--- config.mk ---
export PLATFORM = sky130hd
export DESIGN_NAME = seg_sweep
export DESIGN_NICKNAME = d
export VERILOG_FILES = /design/src/rtl/seg_sweep.sv
export SDC_FILE = /design/constraint.sdc
export NUM_CORES = 1
export LEC_CHECK = 0
export CAP_MARGIN = 20
export CORE_UTILIZATION = 55
export CTS_BUF_LIST = sky130_fd_sc_hd__clkbuf_8 sky130_fd_sc_hd__clkbuf_16
export CTS_CLUSTER_SIZE = 14
export DETAILED_ROUTE_END_ITERATION = 10
export DONT_BUFFER_PORTS = 1
export GPL_TIMING_DRIVEN = 0
export PLACE_DENSITY_LB_ADDON = 0.1
export SLEW_MARGIN = 20
export SYNTH_ARGS = -nofsm -noshare
export SYNTH_HDL_FRONTEND = slang
export SYNTH_SLANG_ARGS = --single-unit
--- constraint.sdc ---
create_clock -name clk -period 2.73 [get_ports clk]
set_input_delay 0.1365 -clock clk [delete_from_list [all_inputs] [get_ports clk]]
set_output_delay 0.1365 -clock clk [all_outputs]
set_load 0.05 [all_outputs]
--- src/rtl/seg_sweep.sv ---
// Multiplexed seven-segment "sweep" driver: a glyph bounces across NUM_DIGITS digits
// (TOP phase outward, BOT phase back). Optional trail digit: define SEG_SWEEP_TRAIL_EN.
module seg_sweep #(
  parameter int NUM_DIGITS  = 8,
  parameter int REFRESH_DIV = 100000,
  parameter int STEP_DIV    = 50000000,
  parameter bit SEG_ON      = 1'b0,
  parameter bit AN_ON       = 1'b0
) (
  input  logic                          clk,
  input  logic                          rst,
  input  logic                          en,
  input  logic                          dir,
  input  logic                          pause,
  input  logic [6:0]                    glyph_top,
  input  logic [6:0]                    glyph_bot,
  output logic [NUM_DIGITS-1:0]         AN,
  output logic                          CA,
  output logic                          CB,
  output logic                          CC,
  output logic                          CD,
  output logic                          CE,
  output logic                          CF,
  output logic                          CG,
  output logic [1:0]                    phase,
  output logic [$clog2(NUM_DIGITS)-1:0] pos,
  output logic                          step
);

  localparam int PW = $clog2(NUM_DIGITS);
  localparam int RW = (REFRESH_DIV > 1) ? $clog2(REFRESH_DIV) : 1;
  localparam int SW = $clog2(STEP_DIV);
  localparam logic [PW-1:0] POS_LAST  = PW'(NUM_DIGITS - 1);
  localparam logic [RW-1:0] REF_LAST  = RW'(REFRESH_DIV - 1);
  localparam logic [SW-1:0] STEP_LAST = SW'(STEP_DIV - 1);
  localparam bit SEG_OFF = ~SEG_ON;
  localparam bit AN_OFF  = ~AN_ON;

  // Encodings double as the phase output code.
  typedef enum logic [1:0] {
    S_IDLE = 2'b00,
    S_TOP  = 2'b01,
    S_BOT  = 2'b10
  } state_e;

  state_e                  state_q, state_d;
  logic [PW-1:0]           pos_q, pos_d;
  logic [SW-1:0]           div_q, div_d;
  logic                    step_q, step_d;
  logic                    tick;
  logic [RW-1:0]           ref_q, ref_d;
  logic [PW-1:0]           slot_q, slot_d;
  logic [NUM_DIGITS-1:0]   an_q, an_d;
  logic [6:0]              seg_q, seg_d;
  logic [6:0]              seg_on_d;
  logic [PW-1:0]           lit_digit;
  logic                    active;
  logic [6:0]              glyph;

  // Sweep FSM: divider wrap is the tick that moves pos or flips phase.
  always_comb begin
    state_d = state_q;
    pos_d   = pos_q;
    div_d   = div_q;
    step_d  = 1'b0;
    tick    = 1'b0;
    case (state_q)
      S_IDLE: begin
        pos_d = '0;
        div_d = '0;
        if (en) state_d = S_TOP;
      end
      S_TOP, S_BOT: begin
        if (!en) begin
          state_d = S_IDLE;
          pos_d   = '0;
          div_d   = '0;
        end else if (!pause) begin
          if (div_q == STEP_LAST) begin
            div_d = '0;
            tick  = 1'b1;
          end else begin
            div_d = div_q + 1'b1;
          end
        end
        if (tick) begin
          step_d = 1'b1;
          if (state_q == S_TOP) begin
            if (pos_q == POS_LAST) state_d = S_BOT;
            else                   pos_d   = pos_q + 1'b1;
          end else begin
            if (pos_q == '0) state_d = S_TOP;
            else             pos_d   = pos_q - 1'b1;
          end
        end
      end
      default: begin
        state_d = S_IDLE;
        pos_d   = '0;
        div_d   = '0;
      end
    endcase
  end

  // Scan counter runs regardless of sweep state.
  always_comb begin
    ref_d  = ref_q + 1'b1;
    slot_d = slot_q;
    if (ref_q == REF_LAST) begin
      ref_d  = '0;
      slot_d = (slot_q == POS_LAST) ? '0 : slot_q + 1'b1;
    end
  end

`ifdef SEG_SWEEP_TRAIL_EN
  logic [PW-1:0] prev_q, prev_d;
  logic          prev_vld_q, prev_vld_d;
  logic [PW-1:0] trail_digit;

  always_comb begin
    prev_d     = prev_q;
    prev_vld_d = prev_vld_q;
    if (state_d == S_IDLE) begin
      prev_d     = '0;
      prev_vld_d = 1'b0;
    end else if (tick) begin
      prev_d     = pos_q;
      prev_vld_d = 1'b1;
    end
  end

  always_ff @(posedge clk) begin
    if (rst) begin
      prev_q     <= '0;
      prev_vld_q <= 1'b0;
    end else begin
      prev_q     <= prev_d;
      prev_vld_q <= prev_vld_d;
    end
  end

  assign trail_digit = dir ? prev_q : POS_LAST - prev_q;
`endif

  // en is folded in so dropping it blanks the outputs on the same edge the FSM idles.
  assign active    = en && (state_q != S_IDLE);
  assign lit_digit = dir ? pos_q : POS_LAST - pos_q;
  assign glyph     = (state_q == S_BOT) ? glyph_bot : glyph_top;

  always_comb begin
    an_d     = {NUM_DIGITS{AN_OFF}};
    seg_on_d = 7'b0000000;
    if (active && (slot_q == lit_digit)) begin
      an_d[slot_q] = AN_ON;
      seg_on_d     = glyph;
    end
`ifdef SEG_SWEEP_TRAIL_EN
    else if (active && prev_vld_q && (slot_q == trail_digit)) begin
      an_d[slot_q] = AN_ON;
      seg_on_d     = 7'b1000000;
    end
`endif
    seg_d = SEG_ON ? seg_on_d : ~seg_on_d;
  end

  always_ff @(posedge clk) begin
    if (rst) begin
      state_q <= S_IDLE;
      pos_q   <= '0;
      div_q   <= '0;
      step_q  <= 1'b0;
      ref_q   <= '0;
      slot_q  <= '0;
      an_q    <= {NUM_DIGITS{AN_OFF}};
      seg_q   <= {7{SEG_OFF}};
    end else begin
      state_q <= state_d;
      pos_q   <= pos_d;
      div_q   <= div_d;
      step_q  <= step_d;
      ref_q   <= ref_d;
      slot_q  <= slot_d;
      an_q    <= an_d;
      seg_q   <= seg_d;
    end
  end

  assign AN    = an_q;
  assign {CG, CF, CE, CD, CC, CB, CA} = seg_q;
  assign phase = state_q;
  assign pos   = pos_q;
  assign step  = step_q;

endmodule

## Yosys cells after proc, flatten, opt, wreduce, memory -nomap -nowiden

Cells that the tools add are included.

- Flip-flop bits (word level): 67
- Bits in latches: 0
- RAM bits: 0
- Bits in read-only memories: 0
- Input port bits: 19
- Memories kept: 0

- $add $sub $neg: 6
- Multiply operators: 0
- Divide/modulo/power cells: 0
- $lt $le $gt $ge: 2
- Eq/ne operators: 8
- Shift-type cells: 0
- Muxes and demuxes: 24
- Bitwise gates (word level): 5
- Reductions and logical operators: 11

Operators by type and width:

| operator | number |
|---|---|
| 26-bit by 1-bit adder with 26-bit output, second input constant | 1 |
| 26-bit equality test, second input constant | 1 |
| 26-bit 2-to-1 mux | 1 |
| 3-bit 2-to-1 mux | 7 |
| 17-bit by 1-bit adder with 17-bit output, second input constant | 1 |
| 17-bit equality test, second input constant | 1 |
| 7-bit 2-to-1 mux | 2 |
| 2-bit 2-to-1 mux | 6 |
| 8-bit inverter | 1 |
| 2-bit OR reduction | 4 |
| 7-bit inverter | 1 |
| 3-bit by 1-bit adder with 3-bit output, second input constant | 2 |
| 3-bit equality test, second input constant | 2 |
| 1-bit 2-to-1 mux | 6 |
| 3-bit by 4-bit less-than comparator with 1-bit output, second input constant | 1 |
| 2-bit one-hot mux with 2 select lines | 1 |
| 1-bit demux with 3-bit select | 1 |
| 3-bit equality test | 1 |
| 3-bit by 1-bit greater-or-equal comparator with 1-bit output, second input constant | 1 |
| 1-bit logical AND | 3 |
| 3-bit zero test | 1 |
| 1-bit inverter | 3 |
| 3-bit OR reduction | 1 |
| 3-bit by 1-bit subtractor with 3-bit output, second input constant | 1 |
| other kinds (6) | 6 |

## Logic depth before layout (Yosys ltp)

Gate-level depths: netlist of the first run.

- Depth after elaboration: 7
- Gate-level depth with buffers: 8

## Worst setup path after synthesis of the first run

No wires, ideal clock.

- Kind: register to register
- From: reg pos_q[0], in the netlist pos[0]
- To: reg an_q[5], in the netlist AN[5]
- Setup time: 0.135 ns
- Arrival time: 1.946 ns
- Data required time: 2.595 ns
- Path slack: 0.649 ns
- Cell stages (with the launch flop): 6
- Buffers on the path: 1
- Period minus slack after synthesis: 2.081 ns
- Cell sequence: dfxtp_1 xnor2_1 or3_1 a2111oi_4 buf_2 nand4b_1

- Longest elaborated chain between the ends: 6

RTL lines:

| element | RTL line | source |
|---|---|---|
| start: declaration | 47 | `logic [PW-1:0] pos_q, pos_d;` |
| start signal: assignment | 178 | `pos_q <= pos_d;` |
| 3-bit subtractor | 147 | `assign lit_digit = dir ? pos_q : POS_LAST - pos_q;` |
| 3-bit 2-to-1 mux * | 147 |  |
| 3-bit equality test * | 153 | `if (active && (slot_q == lit_digit)) begin` |
| 1-bit logical AND * | 153 |  |
| 1-bit inverter (no source line) * | -- |  |
| 2-bit OR reduction (no source line) * | -- |  |
| end signal: assignment | 174 | `an_q <= {NUM_DIGITS{AN_OFF}};` |
| end signal: assignment | 183 | `an_q <= an_d;` |
| end: declaration | 53 | `logic [NUM_DIGITS-1:0] an_q, an_d;` |

Every way passes the cells marked *; elsewhere a longest branch is shown, timed or not.
A chain may end at the register's enable or synchronous reset.

## Worst setup path after layout of the first run

- From: reg state_q[0], in the netlist phase[0]
- To: reg div_q[1]

- Longest elaborated chain between the ends: 4
- Elaborated cells between the ends (all ways): 5
- Those cells by class: eq/ne: 2; bitwise: 1; reduce/logical: 2

RTL lines:

| element | RTL line | source |
|---|---|---|
| start: declaration | 46 | `state_e state_q, state_d;` |
| start signal: assignment | 177 | `state_q <= state_d;` |
| 2-bit by 1-bit equality test with 1-bit output or 2-bit equality test (tied branches) | 67 | `case (state_q)` |
| 2-bit OR reduction * | 67 |  |
| 1-bit inverter (no source line) * | -- |  |
| 3-bit OR reduction (no source line) * | -- |  |
| end signal: assignment | 179 | `div_q <= div_d;` |
| end: declaration | 48 | `logic [SW-1:0] div_q, div_d;` |

Marked as above.

==> reports/qor.csv, run 1 <==
stage,metric,value,unit
logic_synthesis,fraction of registers with async set/reset,0,%
detailed_routing,vias post-DR,2582,
finish,Nets,405,
floorplanning,Die Width,78.2,µm
floorplanning,IO Pins,40,
logic_synthesis,post-synthesis sequential area ratio,42.0,%
placed_design,post-place instance area,3290,µm²
sta,Slew headroom,50.6,%
worst_setup_path,Setup CP Type,flop to flop,
logic_synthesis,cell taking the most area after synthesis,dfxtp_1,
worst_setup_path,Max stage delay on crit path,0.74,ns
worst_setup_path,crit path cell chain,"inv_1, ha_1, inv_1, nor2_1, o21ai_1, clkbuf_1, nor2_1",
sta,min Tclk post-route,2.41,ns
worst_setup_path,"Buf+Inv Stages, Crit Path",3,
logic_synthesis,Synth Flop Type,dfxtp_1,
status,outcome,"complete, no violations",
clocking,worst skew pair latency,0.34,ns
logic_synthesis,Synth top area share,42.0,%
finish,fin cells,450,
placed_design,number of port buffers,0,
sta,endpoints failing setup,0,
global_route,initial antenna violation count,0,
sta,Final Cycle Share,88.3,%
logic_synthesis,post-synth net total,386,
sta,RSZ-0062 raised after global routing,false,
logic_synthesis,Netlist cell types,48,
logic_synthesis,Yosys reg bits,67,
detailed_routing,antenna-violating nets left,0,
detailed_routing,Residual DRC,0,
sta,"Slew Viols, Final",0,
worst_setup_path,Critical Path RT,2.94,ns
floorplanning,row cnt,27,
sta,fmax,0.415,GHz
detailed_routing,detailed router's first-iteration violation count,93,
worst_setup_path,startpoint types,flop,
global_route,vias in the first global route,2414,
placed_design,Placer Congestion,0.778,
worst_setup_path,Crit-path slowest cell,dfxtp_1,
finish,share of post-route cells with drive strength above 1,9.26,%
finish,filler cell count,477,
sta,Post-Route Setup TNS,0,ns
clocking,clock slew at reported path FFs,0.07,ns
placed_design,hpwl dp,4.24,mm
logic_synthesis,Post-synth EDFFs,0,
floorplanning,core area,5540,µm²
global_route,Total GRT Usage,22.1,%
worst_setup_path,CP Max Fanout,10,
detailed_routing,vias per std cell,5.74,
clocking,Root Driver,clkbuf_8,
clocking,CTS Sinks,67,
floorplanning,Starting Density,57.7,%
detailed_routing,routed wire length,6.20,mm
logic_synthesis,cell area after synthesis,3200,µm²
job,max_cap viols,0,
logic_synthesis,Yosys warning count,0,
finish,number of inserted diodes,0,
detailed_routing,drt wl/cell,13.8,µm
power,Pleak,1.18,nW
logic_synthesis,Mean Syn Cell Area,9.01,µm²
clocking,clk buf depth,2,
worst_setup_path,WP data arrival,2.62,ns
clocking,post-CTS setup buffer count,0,
placed_design,Placed Cells,427,
logic_synthesis,most frequent cells after synthesis,"67 x dfxtp_1, 39 x nor2_1, 22 x nand2_1",
floorplanning,chip height,78.2,µm
clocking,CTS tree,yes,
clocking,cts bufs inserted,9,
sta,Least-Margin Pin Slew,0.740,ns
clocking,post-CTS sizing,0,
detailed_routing,DR pass1 iterations,4,
power,maximum vdd drop,0.311,mV
power,power per cell area,537,nW/µm²
worst_setup_path,CP top delay family,flip-flops,
hold_path,min-delay worst type,primary input to flop,
worst_setup_path,kind of end point of the critical path,flop,
sta,Final Skew,0.00783,ns
logic_synthesis,most area-consuming cells after synthesis,"dfxtp_1 42%, xnor2_1 5.2%, ha_1 4.7%",
sta,Final Hold Fails,0,
clocking,# H-tree levels,3,
global_route,GR Overflow Total,0,
logic_synthesis,Mapped Cells,355,
finish,final instance area,3580,µm²
global_route,largest net degree at the start of global routing,11,
floorplanning,die area,6120,µm²
global_route,global-route wire length before repair,10.7,mm
finish,"Area growth, synth to finish",12.0,%
logic_synthesis,most common cell in the synthesized netlist,dfxtp_1,
-- layout make-up --
| cell class | instances | area, µm² | share of cell area, % |
|---|---|---|---|
| Sequential cell | 67 | 1340 | 37.5 |
| Multi-Input combinational cell | 261 | 1740 | 48.6 |
| Clock inverter | 2 | 33.8 | 0.944 |
| Timing Repair Buffer | 8 | 80.1 | 2.24 |
| Clock buffer | 13 | 179 | 5.00 |
| Tap cell | 72 | 90.1 | 2.52 |
| Buffer | 14 | 67.6 | 1.89 |
| Inverter | 13 | 48.8 | 1.36 |
-- registers in the layout, indices dropped and copies added, names as in the netlist --
| signal | flops |
|---|---|
| seg_q | 7 |
| slot_q | 3 |
| div_q | 26 |
| step | 1 |
| phase | 2 |
| AN | 8 |
| pos | 3 |
| ref_q | 17 |
-- kinds of logic after synthesis --
group	after synthesis	share of synthesized area (%)
flops	67	42.0
xor+xnor	29	7.95
simple gates	160	28.1
fa+ha+maj	12	4.70
buf+inv	27	3.64
compound gates	50	10.3
mux	10	3.41
-- metrics by stage --
step | power (mW) | hold WS [ns] | setup WS (ns) | utilization (%)
floorplan | 1.05 | 0.199 | 0.649 | -
global placement | 1.06 | 0.201 | 0.326 | 59.3
detailed placement | 1.06 | 0.202 | 0.287 | 59.3
CTS | 1.93 | 0.00220 | 0.278 | 64.6
global route | 1.98 | 0.00284 | 0.0972 | 64.6
finish | 1.92 | 0.0126 | 0.319 | 64.6
-- report_power, final --
part / switching [mW] / internal (mW) / total (mW)
Sequential: 0.00913 / 0.982 / 0.991
Clock: 0.363 / 0.514 / 0.877
Combinational: 0.0277 / 0.0275 / 0.0552
-- final timing paths --
check | startpoint | endpoint | slack, ns | cells past startpoint
worst max-delay path | phase[0]$_SDFFE_PP0P_ | div_q[1]$_SDFFE_PP0N_ | 0.32 | 7
worst min-delay path | glyph_top[4] | seg_q[4]$_SDFF_PP1_ | 0.01 | 2
worst max register to register | phase[0]$_SDFFE_PP0P_ | div_q[1]$_SDFFE_PP0N_ | 0.32 | 7
worst min register to register | ref_q[0]$_SDFF_PP0_ | ref_q[0]$_SDFF_PP0_ | 0.46 | 1
-- timing repair --
item	in CTS	in global routing
endpoints found under the hold margin	9	0
endpoints found under the setup margin	0	0
hold buffers	8	0
-- per-layer routing --
metal / track usage, % / vias up / share of wire (%)
li1: - / 1318 / -
met3: 5.93 / 8 / 4.4
met1: 26.2 / 1202 / 47
met5: 0 / - / 0
met2: 37.1 / 54 / 47
met4: 10.0 / 0 / 1.4
-- cells in the final DEF (no fill, tap or decap), drive strengths merged, types with 4 or more instances in the layout --
cell type,n
and4,6
xor2,10
nor2,39
mux2,7
nand4b,4
or3,13
ha,12
inv,14
nor4,7
dfxtp,67
a21oi,18
clkbuf,18
o31ai,7
or4,9
buf,9
nand2,22
nand3,16
nor2b,4
nand4,14
xnor2,19
dlygate4sd3,8
o21ai,13
nand2b,4
nor3,6
(Power assumes the default switching activity.)
==> run 2, diff against run 1 <==
--- a/config.mk
+++ b/config.mk
@@ -13,6 +13,7 @@
 export DONT_BUFFER_PORTS = 1
 export GPL_TIMING_DRIVEN = 0
 export PLACE_DENSITY_LB_ADDON = 0.1
+export REMOVE_ABC_BUFFERS = 1
 export SLEW_MARGIN = 20
 export SYNTH_ARGS = -nofsm -noshare
 export SYNTH_HDL_FRONTEND = slang
==> reports/qor.csv, run 2 (synthesis results as in run 1) <==
stage,metric,value,unit
status,outcome,"complete, no violations",
sta,Final Cycle Share,87.4,%
placed_design,pre-CTS WS,0.329,ns
clocking,# H-tree levels,3,
sta,RSZ-0062 raised after global routing,false,
finish,max reg flops,26,
sta,Slew headroom,48.0,%
finish,final instance area,3600,µm²
clocking,cts bufs inserted,9,
global_route,Total GRT Usage,22.3,%
sta,fmax,0.419,GHz
power,Pleak,1.17,nW
floorplanning,die area,6120,µm²
placed_design,Placer Congestion,0.826,
global_route,GR Overflow Total,0,
hold_path,min-delay worst type,primary input to flop,
finish,share of post-route cells with drive strength above 1,8.29,%
clocking,post-CTS sizing,0,
detailed_routing,Met1 Wirelength,2.97,mm
worst_setup_path,startpoint types,flop,
finish,"Area growth, synth to finish",12.6,%
global_route,largest net degree at the start of global routing,18,
floorplanning,chip height,78.2,µm
global_route,initial antenna violation count,0,
clocking,worst skew pair latency,0.35,ns
detailed_routing,routed wire length,6.11,mm
finish,Reg with most FFs,div_q,
job,max_cap viols,0,
floorplanning,Starting Density,57.7,%
clocking,post-CTS setup buffer count,0,
detailed_routing,vias post-DR,2580,
clocking,clock slew at reported path FFs,0.09,ns
detailed_routing,Met2 Routed Length,2.80,mm
detailed_routing,met3 routed WL,280,µm
floorplanning,core area,5540,µm²
power,power per cell area,532,nW/µm²
worst_setup_path,kind of end point of the critical path,flop,
detailed_routing,Top Metal Used,met4,
placed_design,post-place instance area,3230,µm²
global_route,vias in the first global route,2476,
sta,min Tclk post-route,2.39,ns
finish,number of inserted diodes,0,
power,maximum vdd drop,0.325,mV
finish,Layout Utilization,65.0,%
sta,endpoints failing setup,0,
detailed_routing,drt wl/cell,13.7,µm
sta,Final Skew,0.0106,ns
sta,Least-Margin Pin Slew,0.780,ns
finish,"most common cell after layout, fill and taps aside",dfxtp_1,
clocking,# hold bufs at CTS,16,
placed_design,Placed Cells,414,
clocking,CTS Sinks,67,
worst_setup_path,WP data arrival,2.59,ns
power,Final Power,1.91,mW
floorplanning,Die Width,78.2,µm
worst_setup_path,Setup CP Type,flop to flop,
finish,filler cell count,462,
worst_setup_path,Critical Path RT,2.94,ns
finish,most frequent cells in the layout,"67 x dfxtp_1, 39 x nor2_1, 22 x nand2_1",
clocking,Root Driver,clkbuf_8,
detailed_routing,detailed router's first-iteration violation count,96,
clocking,clk buf depth,2,
sta,Final WS setup,0.345,ns
worst_setup_path,CP Max Fanout,15,
sta,Final Hold Fails,0,
clocking,CTS tree,yes,
detailed_routing,vias per std cell,5.78,
detailed_routing,antenna-violating nets left,0,
floorplanning,IO Pins,40,
detailed_routing,Residual DRC,0,
placed_design,hpwl dp,4.06,mm
finish,fin cells,446,
detailed_routing,DR pass1 iterations,4,
global_route,global-route wire length before repair,10.8,mm
floorplanning,row cnt,27,
finish,Nets,400,
sta,"Slew Viols, Final",0,
placed_design,number of port buffers,0,
run 2: cell count changes in the layout (fill, tap and decap cells not counted), moves of 2 or more:
cell           before  now
dlygate4sd3_1       8   16
buf_2               6    0
clkbuf_1            5    0
inv_6               0    5
clkbuf_8           13    9
buf_4               2    0
run 2: metrics by stage:
| step | hold WS (ns) | TNS, ns |
|---|---|---|
| detailed placement | 0.203 | 0 |
| floorplan | 0.199 | 0 |
| global placement | 0.201 | -6.84 |
| global route | 0.0463 | 0 |
| finish | 0.0223 | 0 |
| CTS | 0.00484 | 0 |
run 2: area by class of cell:
type                       instances  area, µm²  share of cell area, %
clock inverter                     7       81.3                   2.26
inverter                          13       48.8                   1.36
sequential                        67       1340                   37.3
tap                               72       90.1                   2.50
timing repair buffer              17        171                   4.76
clock buffer                       9        124                   3.44
multi-input combinational        261       1740                   48.4
run 2: final timing paths:
path | depth (start not counted) | slack [ns] | to | from
worst min register to register | 1 | 0.47 | ref_q[0]$_SDFF_PP0_ | ref_q[0]$_SDFF_PP0_
worst max register to register | 4 | 0.34 | AN[2]$_SDFF_PP1_ | pos[0]$_SDFF_PP0_
worst min-delay path | 3 | 0.02 | div_q[2]$_SDFFE_PP0N_ | pause
worst max-delay path | 4 | 0.34 | AN[2]$_SDFF_PP1_ | pos[0]$_SDFF_PP0_
run 2: metal layers:
layer	vias up	global-route usage [%]
met5	-	0
met4	0	9.44
met3	5	6.28
met2	46	36.7
met1	1214	27.1
li1	1315	-
run 2: report_power, final:
part           switching (mW)  internal, mW
sequential            0.00877         0.981
combinational          0.0285        0.0334
clock                   0.424         0.438
total                   0.462          1.45
run 2: worst max-delay path: stages, from the launching register on:
cell       delay (ns)
dfxtp_1          0.76
xnor2_1          0.17
or3_1            0.41
a2111oi_4        0.72
nand4bb_1        0.18
